[src/rtl/tofpet_cfg_shifter.sv]
// tofpet_cfg_shifter
//   Serial configuration engine for the TOFPET ASIC config port.
//   - Pops 32-bit MSB-aligned words from the TX control FIFO (show-ahead).
//   - Shifts NBIT bits MSB-first on SDI/SCLK while CS_N is low.
//   - Captures SDO into LSB-aligned 32-bit words and pushes them to the RX FIFO.
//   - Reports progress and sticky completion/error flags on STATUS_WORD.
//   Optional build macro TOFPET_CFG_LOOPBACK_EN: COMMAND[2]=1 samples the
//   internally driven SDI instead of SDO (ASIC-less self-test). Without the
//   macro COMMAND[2] is ignored and no loopback mux exists.
module tofpet_cfg_shifter #(
  parameter int CLK_DIV   = 4,  // SCLK half-period in CK cycles (>=2)
  parameter int SETUP_CYC = 2,  // CS_N fall to first shift phase
  parameter int HOLD_CYC  = 2   // last SCLK fall to CS_N rise
) (
  input  logic        CK,
  input  logic        RESETb,
  input  logic [31:0] COMMAND,
  input  logic [31:0] NBIT_INOUT,
  input  logic [31:0] TX_DATA,
  input  logic        TX_EMPTY,
  output logic        TX_RE,
  output logic [31:0] RX_DATA,
  output logic        RX_WE,
  input  logic        RX_FULL,
  output logic [31:0] STATUS_WORD,
  output logic        SCLK,
  output logic        SDI,
  input  logic        SDO,
  output logic        CS_N
);

  typedef enum logic [2:0] {
    S_IDLE,
    S_SETUP,
    S_LOAD,
    S_SHIFT_LO,
    S_SHIFT_HI,
    S_STORE,
    S_HOLD
  } state_t;

  // Terminal values of the shared phase counter (a zero count still takes one cycle)
  localparam logic [15:0] DIV_LAST   = 16'((CLK_DIV   > 1) ? CLK_DIV   - 1 : 0);
  localparam logic [15:0] SETUP_LAST = 16'((SETUP_CYC > 1) ? SETUP_CYC - 1 : 0);
  localparam logic [15:0] HOLD_LAST  = 16'((HOLD_CYC  > 1) ? HOLD_CYC  - 1 : 0);

  state_t      state_reg;
  logic        start_prev_reg;
  logic [15:0] cyc_cnt_reg;
  logic [15:0] nbit_reg;
  logic [15:0] bit_cnt_reg;
  logic [5:0]  word_bits_reg;
  logic [31:0] tx_shreg_reg;
  logic [31:0] rx_shreg_reg;
  logic        final_word_reg;
  logic        busy_reg;
  logic        done_reg;
  logic        underflow_reg;
  logic        aborted_reg;
  logic        nbit_zero_reg;

  logic        start_pulse;
  logic        abort_req;
  logic        sample_bit;
  logic [15:0] bit_cnt_next;
  logic [5:0]  word_bits_next;
  logic        unused_inputs;

  // Rising edge of COMMAND[0] is the START request
  assign start_pulse = COMMAND[0] & ~start_prev_reg;

  // ABORT only matters while a transfer is actually in progress
  assign abort_req = COMMAND[1] && (state_reg != S_IDLE) && (state_reg != S_HOLD);

  assign bit_cnt_next   = bit_cnt_reg + 16'd1;
  assign word_bits_next = word_bits_reg + 6'd1;

`ifdef TOFPET_CFG_LOOPBACK_EN
  // Loopback: sample our own SDI so the datapath can be tested without an ASIC
  assign sample_bit    = COMMAND[2] ? SDI : SDO;
  assign unused_inputs = ^{COMMAND[31:3], NBIT_INOUT[31:16]};
`else
  assign sample_bit    = SDO;
  assign unused_inputs = ^{COMMAND[31:2], NBIT_INOUT[31:16]};
`endif

  // Status is a live view of the registered flags and bit counter
  assign STATUS_WORD = {bit_cnt_reg, 11'd0, nbit_zero_reg, aborted_reg,
                        underflow_reg, done_reg, busy_reg};

  // Main transfer FSM; every port output is a register written here
  always_ff @(posedge CK or negedge RESETb) begin
    if (!RESETb) begin
      state_reg      <= S_IDLE;
      start_prev_reg <= 1'b0;
      cyc_cnt_reg    <= 16'd0;
      nbit_reg       <= 16'd0;
      bit_cnt_reg    <= 16'd0;
      word_bits_reg  <= 6'd0;
      tx_shreg_reg   <= 32'd0;
      rx_shreg_reg   <= 32'd0;
      final_word_reg <= 1'b0;
      busy_reg       <= 1'b0;
      done_reg       <= 1'b0;
      underflow_reg  <= 1'b0;
      aborted_reg    <= 1'b0;
      nbit_zero_reg  <= 1'b0;
      SCLK           <= 1'b0;
      SDI            <= 1'b0;
      CS_N           <= 1'b1;
      TX_RE          <= 1'b0;
      RX_WE          <= 1'b0;
      RX_DATA        <= 32'd0;
    end else begin
      start_prev_reg <= COMMAND[0];
      TX_RE          <= 1'b0;
      RX_WE          <= 1'b0;

      if (abort_req) begin
        // Abort beats any strobe due this cycle; partial RX word is dropped
        aborted_reg   <= 1'b1;
        rx_shreg_reg  <= 32'd0;
        word_bits_reg <= 6'd0;
        SCLK          <= 1'b0;
        SDI           <= 1'b0;
        cyc_cnt_reg   <= 16'd0;
        state_reg     <= S_HOLD;
      end else begin
        case (state_reg)
          S_IDLE: begin
            if (start_pulse) begin
              if (NBIT_INOUT[15:0] == 16'd0) begin
                // Nothing to shift: report immediately, chip select untouched
                done_reg      <= 1'b1;
                nbit_zero_reg <= 1'b1;
                underflow_reg <= 1'b0;
                aborted_reg   <= 1'b0;
                bit_cnt_reg   <= 16'd0;
              end else begin
                nbit_reg       <= NBIT_INOUT[15:0];
                bit_cnt_reg    <= 16'd0;
                word_bits_reg  <= 6'd0;
                rx_shreg_reg   <= 32'd0;
                final_word_reg <= 1'b0;
                done_reg       <= 1'b0;
                underflow_reg  <= 1'b0;
                aborted_reg    <= 1'b0;
                nbit_zero_reg  <= 1'b0;
                busy_reg       <= 1'b1;
                CS_N           <= 1'b0;
                cyc_cnt_reg    <= 16'd0;
                state_reg      <= S_SETUP;
              end
            end
          end

          S_SETUP: begin
            if (cyc_cnt_reg == SETUP_LAST) begin
              cyc_cnt_reg <= 16'd0;
              state_reg   <= S_LOAD;
            end else begin
              cyc_cnt_reg <= cyc_cnt_reg + 16'd1;
            end
          end

          S_LOAD: begin
            if (TX_EMPTY) begin
              underflow_reg <= 1'b1;
              SDI           <= 1'b0;
              cyc_cnt_reg   <= 16'd0;
              state_reg     <= S_HOLD;
            end else begin
              // First data bit goes out together with the low phase
              tx_shreg_reg <= TX_DATA;
              SDI          <= TX_DATA[31];
              SCLK         <= 1'b0;
              TX_RE        <= 1'b1;
              cyc_cnt_reg  <= 16'd0;
              state_reg    <= S_SHIFT_LO;
            end
          end

          S_SHIFT_LO: begin
            if (cyc_cnt_reg == DIV_LAST) begin
              SCLK        <= 1'b1;
              cyc_cnt_reg <= 16'd0;
              state_reg   <= S_SHIFT_HI;
            end else begin
              cyc_cnt_reg <= cyc_cnt_reg + 16'd1;
            end
          end

          S_SHIFT_HI: begin
            if (cyc_cnt_reg == DIV_LAST) begin
              // SDO is taken at the end of the high phase, just before the fall
              rx_shreg_reg  <= {rx_shreg_reg[30:0], sample_bit};
              tx_shreg_reg  <= {tx_shreg_reg[30:0], 1'b0};
              bit_cnt_reg   <= bit_cnt_next;
              word_bits_reg <= word_bits_next;
              SCLK          <= 1'b0;
              cyc_cnt_reg   <= 16'd0;
              if (bit_cnt_next == nbit_reg) begin
                final_word_reg <= 1'b1;
                state_reg      <= S_STORE;
              end else if (word_bits_next == 6'd32) begin
                state_reg <= S_STORE;
              end else begin
                SDI       <= tx_shreg_reg[30];
                state_reg <= S_SHIFT_LO;
              end
            end else begin
              cyc_cnt_reg <= cyc_cnt_reg + 16'd1;
            end
          end

          S_STORE: begin
            // SCLK stays low while the RX FIFO is full, so no bit is lost
            SCLK <= 1'b0;
            if (!RX_FULL) begin
              RX_WE         <= 1'b1;
              RX_DATA       <= rx_shreg_reg;
              rx_shreg_reg  <= 32'd0;
              word_bits_reg <= 6'd0;
              cyc_cnt_reg   <= 16'd0;
              if (final_word_reg) begin
                SDI       <= 1'b0;
                state_reg <= S_HOLD;
              end else begin
                state_reg <= S_LOAD;
              end
            end
          end

          S_HOLD: begin
            SCLK <= 1'b0;
            if (cyc_cnt_reg == HOLD_LAST) begin
              // Every exit path ends here, so done also flags error/abort endings
              CS_N        <= 1'b1;
              busy_reg    <= 1'b0;
              done_reg    <= 1'b1;
              cyc_cnt_reg <= 16'd0;
              state_reg   <= S_IDLE;
            end else begin
              cyc_cnt_reg <= cyc_cnt_reg + 16'd1;
            end
          end

          default: begin
            state_reg <= S_IDLE;
          end
        endcase
      end
    end
  end

endmodule

[config.mk]
export PLATFORM = sky130hd
export DESIGN_NAME = tofpet_cfg_shifter
export DESIGN_NICKNAME = d
export VERILOG_FILES = /design/src/rtl/tofpet_cfg_shifter.sv
export SDC_FILE = /design/constraint.sdc
export NUM_CORES = 1
export LEC_CHECK = 0
export CAP_MARGIN = 0
export CORE_UTILIZATION = 52
export DETAILED_ROUTE_END_ITERATION = 7
export GPL_ROUTABILITY_DRIVEN = 0
export PLACE_DENSITY = 0.81
export SYNTH_ARGS = -nofsm -noshare
export SYNTH_HDL_FRONTEND = slang
export SYNTH_SLANG_ARGS = --single-unit
[constraint.sdc]
create_clock -name CK -period 2.8 [get_ports CK]
set_input_delay 0.28 -clock CK [delete_from_list [all_inputs] [get_ports CK]]
set_output_delay 0.28 -clock CK [all_outputs]
set_load 0.01 [all_outputs]
Word-level counts from Yosys, hierarchy flattened:

Index checks and enable logic that the tools add are counted.
W data, S select, Z words.

* output and inout port bits: 69
* bits of input ports: 101
* word-level logic and storage cells: 166
* register bits: 164

* multiplexer cells: 76
* add/subtract/negate cells: 3
* bitwise logic cells: 5
* reductions and logical operators: 33
* equality and inequality tests: 29

Operator list (number)
* $mux W32: 5
* $mux W16: 8
* $pmux W32 S3: 1
* $pmux W16 S5: 1
* $mux W31: 2
* $pmux W31 S2: 1
* $mux W3: 12
* $ne A3 B3 Y1 const B: 12
* $add A16 B1 Y16 const B: 2
* $pmux W16 S2: 1
* $mux W1: 31
* $mux W6: 5
* $reduce_and A4 Y1: 7
* $pmux W3 S7: 1
* $pmux W6 S3: 1
* $eq A16 B1 Y1 const B: 1
* $eq A16 B16 Y1: 1
* $eq A16 B2 Y1 const B: 1
* $logic_not A16 Y1: 1
* $ne A2 B2 Y1 const B: 7
* $reduce_and A6 Y1: 2
* $reduce_bool A2 Y1: 6
* $pmux W1 S2: 5
* $reduce_and A5 Y1: 2
* other kinds (19): 30

Longest topological paths before layout:

* word-level depth: 7
* mapped depth: 10

Least setup slack after synthesis:

OpenSTA, ideal clock, no wires.

* kind: register to register
* from: register bit_cnt_reg[0]
* to: register SDI
* library setup time: 0.120 ns
* path slack: 0.559 ns
* required time: 2.680 ns
* arrival: 2.121 ns
* path buffers: 0
* cell stages (with the launch flop): 9
* cell sequence: dfrtp_1 > ha_1 > nand2_1 > or3_1 > a221oi_1 > nand4_1 > nor4_2 > a21oi_1 > o211a_1

* longest elaborated chain between the ends: 4

Ends and longest elaborated chain
* start: declaration: RTL line 51 `logic [15:0] bit_cnt_reg;`
* start signal: assignment: RTL line 198 `bit_cnt_reg <= bit_cnt_next;`
* $add A16 B1 Y16: RTL line 75 `assign bit_cnt_next = bit_cnt_reg + 16'd1;`
* $eq A16 B16 Y1: RTL line 202 `if (bit_cnt_next == nbit_reg) begin`
* $ne A3 B3 Y1 (no line)
* $reduce_and A6 Y1 (no line)
* end signal: assignment: RTL line 175 `SDI <= TX_DATA[31];`
* end signal: assignment: RTL line 208 `SDI <= tx_shreg_reg[30];`
* end: declaration: RTL line 27 `output logic SDI,`

No other way between the ends.
A chain may end at the register's enable or synchronous reset.

Final worst setup path:

* from: register bit_cnt_reg[6]
* to: register final_word_reg

* longest elaborated chain between the ends: 4

Ends and longest elaborated chain
* $add A16 B1 Y16: RTL line 75
* $eq A16 B16 Y1: RTL line 202
* $ne A2 B2 Y1 (no line)
* $reduce_and A6 Y1 (no line)
* end signal: assignment: RTL line 102 `final_word_reg <= 1'b0;`
* end signal: assignment: RTL line 144 `final_word_reg <= 1'b0;`
* end signal: assignment: RTL line 203 `final_word_reg <= 1'b1;`
* end: declaration: RTL line 55 `logic final_word_reg;`

No other way between the ends.

==> out/qor.txt <==
status = finished, final reports clean
total track usage = 24.3%
final hold vios = 0
global-route wire length before repair = 31400 µm
P&R area growth vs syn = 24.5%
vias in the first global route = 6434
area of the mapped netlist = 8290 µm²
worst skew pair latency = 440 ps
hpwl dp = 12400 µm
Final WS setup = 165 ps
Die Ht = 128 µm
Port Buffer Count = 112
total gr overflow = 0
Total Wirelength = 18700 µm
Clock Tree Buf Depth = 2
drt drc = 0
Most used DFF post-synth = dfrtp_1
cell count after placement = 1147
number of max-cap violations = 0
H-tree depth = 4
FMAX = 380 MHz
Total Nets Final = 1062
die area = 16400 µm²
initial core utilization = 53.9%
initial antenna violation count = 0
Inserted Clock Buffers = 17
Fill cells = 1203
sequential element share of the synthesized area = 49.5%
Synth top area share = 49.2%
WP data arrival = 2980 ps
core area = 15400 µm²
leakage = 4.59 nW
Final Non-Filler Cells = 1180
Ports = 170
Clock Skew = 10.9 ps
layout cells sized above 1 = 13.4%
Reg area = 4110 µm²
met3 wire len = 994 µm
Setup CP Type = register to register
Commonest cells post-synth = dfrtp_1, nand2_1, o21ai_0, mux2_2, nor2_1
Vias per Instance = 5.70
multi-input gate area in the final layout = 3830 µm²
CTS tree = done
Post-CTS Setup Repair Bufs = 0
RSZ-0062 raised after global routing = false
CP startpoint kind = register
VDD IR max = 0.537 mV
number of nets with antenna violations after routing = 0
Synth cell types = 70
minimum clock period = 2630 ps
Ant. Diodes = 0
WL met1 = 8110 µm
Slew @ Worst Pin = 712 ps
CTS sink count = 164
Synth area leader = dfrtp_1
cell with the most instances after synthesis = dfrtp_1
setup TNS = 0 ps
average routed wire per standard cell = 15.9 µm
row count = 45
clock-pin slew on the worst setup and hold paths = 70 ps
Initial DRC Count = 479
DR top layer = met4
largest net degree at the start of global routing = 65
Avg Cell Area, Syn = 9.72 µm²
pwr dens = 781 nW/µm²
fin. max-slew vios = 0
root buf cell = clkbuf_16
synthesized flop and latch total = 164
final non-filler cell area = 10300 µm²
dpl ws = 165 ps
Final period util = 94.1%
synthesized netlist cell count = 853
Final Setup Violations = 0
HP Class = primary input to register
ranking of synthesized cells by area = dfrtp_1, o21ai_0, mux2_2, nand2_1, mux2i_1
Post-synth ARST share = 100%
CP Capture Type = register
post-placement cell area = 9700 µm²
number of synthesized flops with an enable pin = 0
Initial DRT Pass Iterations = 6
Via Count = 6721
synth warn = 0
slew margin rel. = 52.5%
CP required = 3150 ps
Die W = 128 µm
CP max FO = 9
metal2 WL = 9250 µm
post-CTS sizing = 0
[cells in the final DEF, fill, tap and decap left out, types with 13 or more instances in the layout]
master / synthesis / final
a21oi_1: 16 / 16
mux2i_1: 36 / 36
nor2_1: 39 / 39
nor3_1: 14 / 14
o31ai_1: 16 / 16
mux2_2: 46 / 46
buf_4: 16 / 26
and3_1: 13 / 13
o21ai_0: 124 / 124
nor4_1: 14 / 14
dfrtp_1: 163 / 163
nand4_1: 13 / 13
nand2_1: 132 / 131
clkbuf_16: 0 / 17
clkdlybuf4s50_1: 0 / 111
nand3_1: 23 / 22
[path summary, 6_finish.rpt]
kind | slack, ps | cells past startpoint | endpoint | startpoint
max | 170 | 7 | final_word_reg | bit_cnt_reg[6]
min | 320 | 1 | start_prev_reg | COMMAND[0]
max reg2reg | 170 | 7 | final_word_reg | bit_cnt_reg[6]
min reg2reg | 480 | 2 | tx_shreg_reg[25] | tx_shreg_reg[25]
max in group asynchronous | 1690 | 3 | RX_DATA[29] | RESETb
min in group asynchronous | 410 | 2 | bit_cnt_reg[13] | RESETb
[layout make-up]
cell class	instances	area share, %
clock buffer	17	4.12
clock inverter	15	1.72
inverter	13	0.473
multi-input combinational	614	37.1
sequential	164	39.8
tap	211	2.56
timing repair buffer	146	14.2
[report_power, final]
| part | switching (W) | internal (W) |
|---|---|---|
| combinational | 0.00141 | 0.00115 |
| sequential | 0.000313 | 0.00279 |
| clock | 0.00110 | 0.00129 |
[per-layer routing]
metal  up-vias  GRT usage, %
li1       3210             -
met1      3290          31.4
met2       191          39.9
met3        30          5.47
met4         0          9.34
met5         -             0
[logic make-up after synthesis]
logic type / after synthesis / share of synthesized area [%]
multiplexers: 87 / 11.3
XOR/XNOR: 19 / 2.01
buffers and inverters: 85 / 5.01
other: 1 / 0.0452
AND/OR/NAND/NOR: 295 / 17.7
flip-flops: 164 / 49.5
adder cells (fa/ha/maj): 5 / 0.755
AO/OA/AOI/OAI: 197 / 13.7
[critical path, stage by stage (launching register included)]
cell	delay [ps]
dfrtp_1	490
nand4_2	320
or3_1	430
a221oi_1	430
nand4_1	170
nor4_2	370
nand2b_1	140
a31oi_1	200
[stage by stage]
step                hold slack, ps  total power (W)  utilization (%)
global route                   325          0.00855             67.1
floorplan                    -15.6          0.00484                -
global placement               317          0.00557             63.1
finish                         319          0.00806             67.1
CTS                            312          0.00809             67.1
detailed placement             319          0.00567             63.1
[what timing repair did]
action,4_1_cts,5_1_grt
hold endpoints to repair,60,0
hold buffers,1,0
setup endpoints to repair,0,0
No activity file was read; power rests on OpenSTA's default activity.
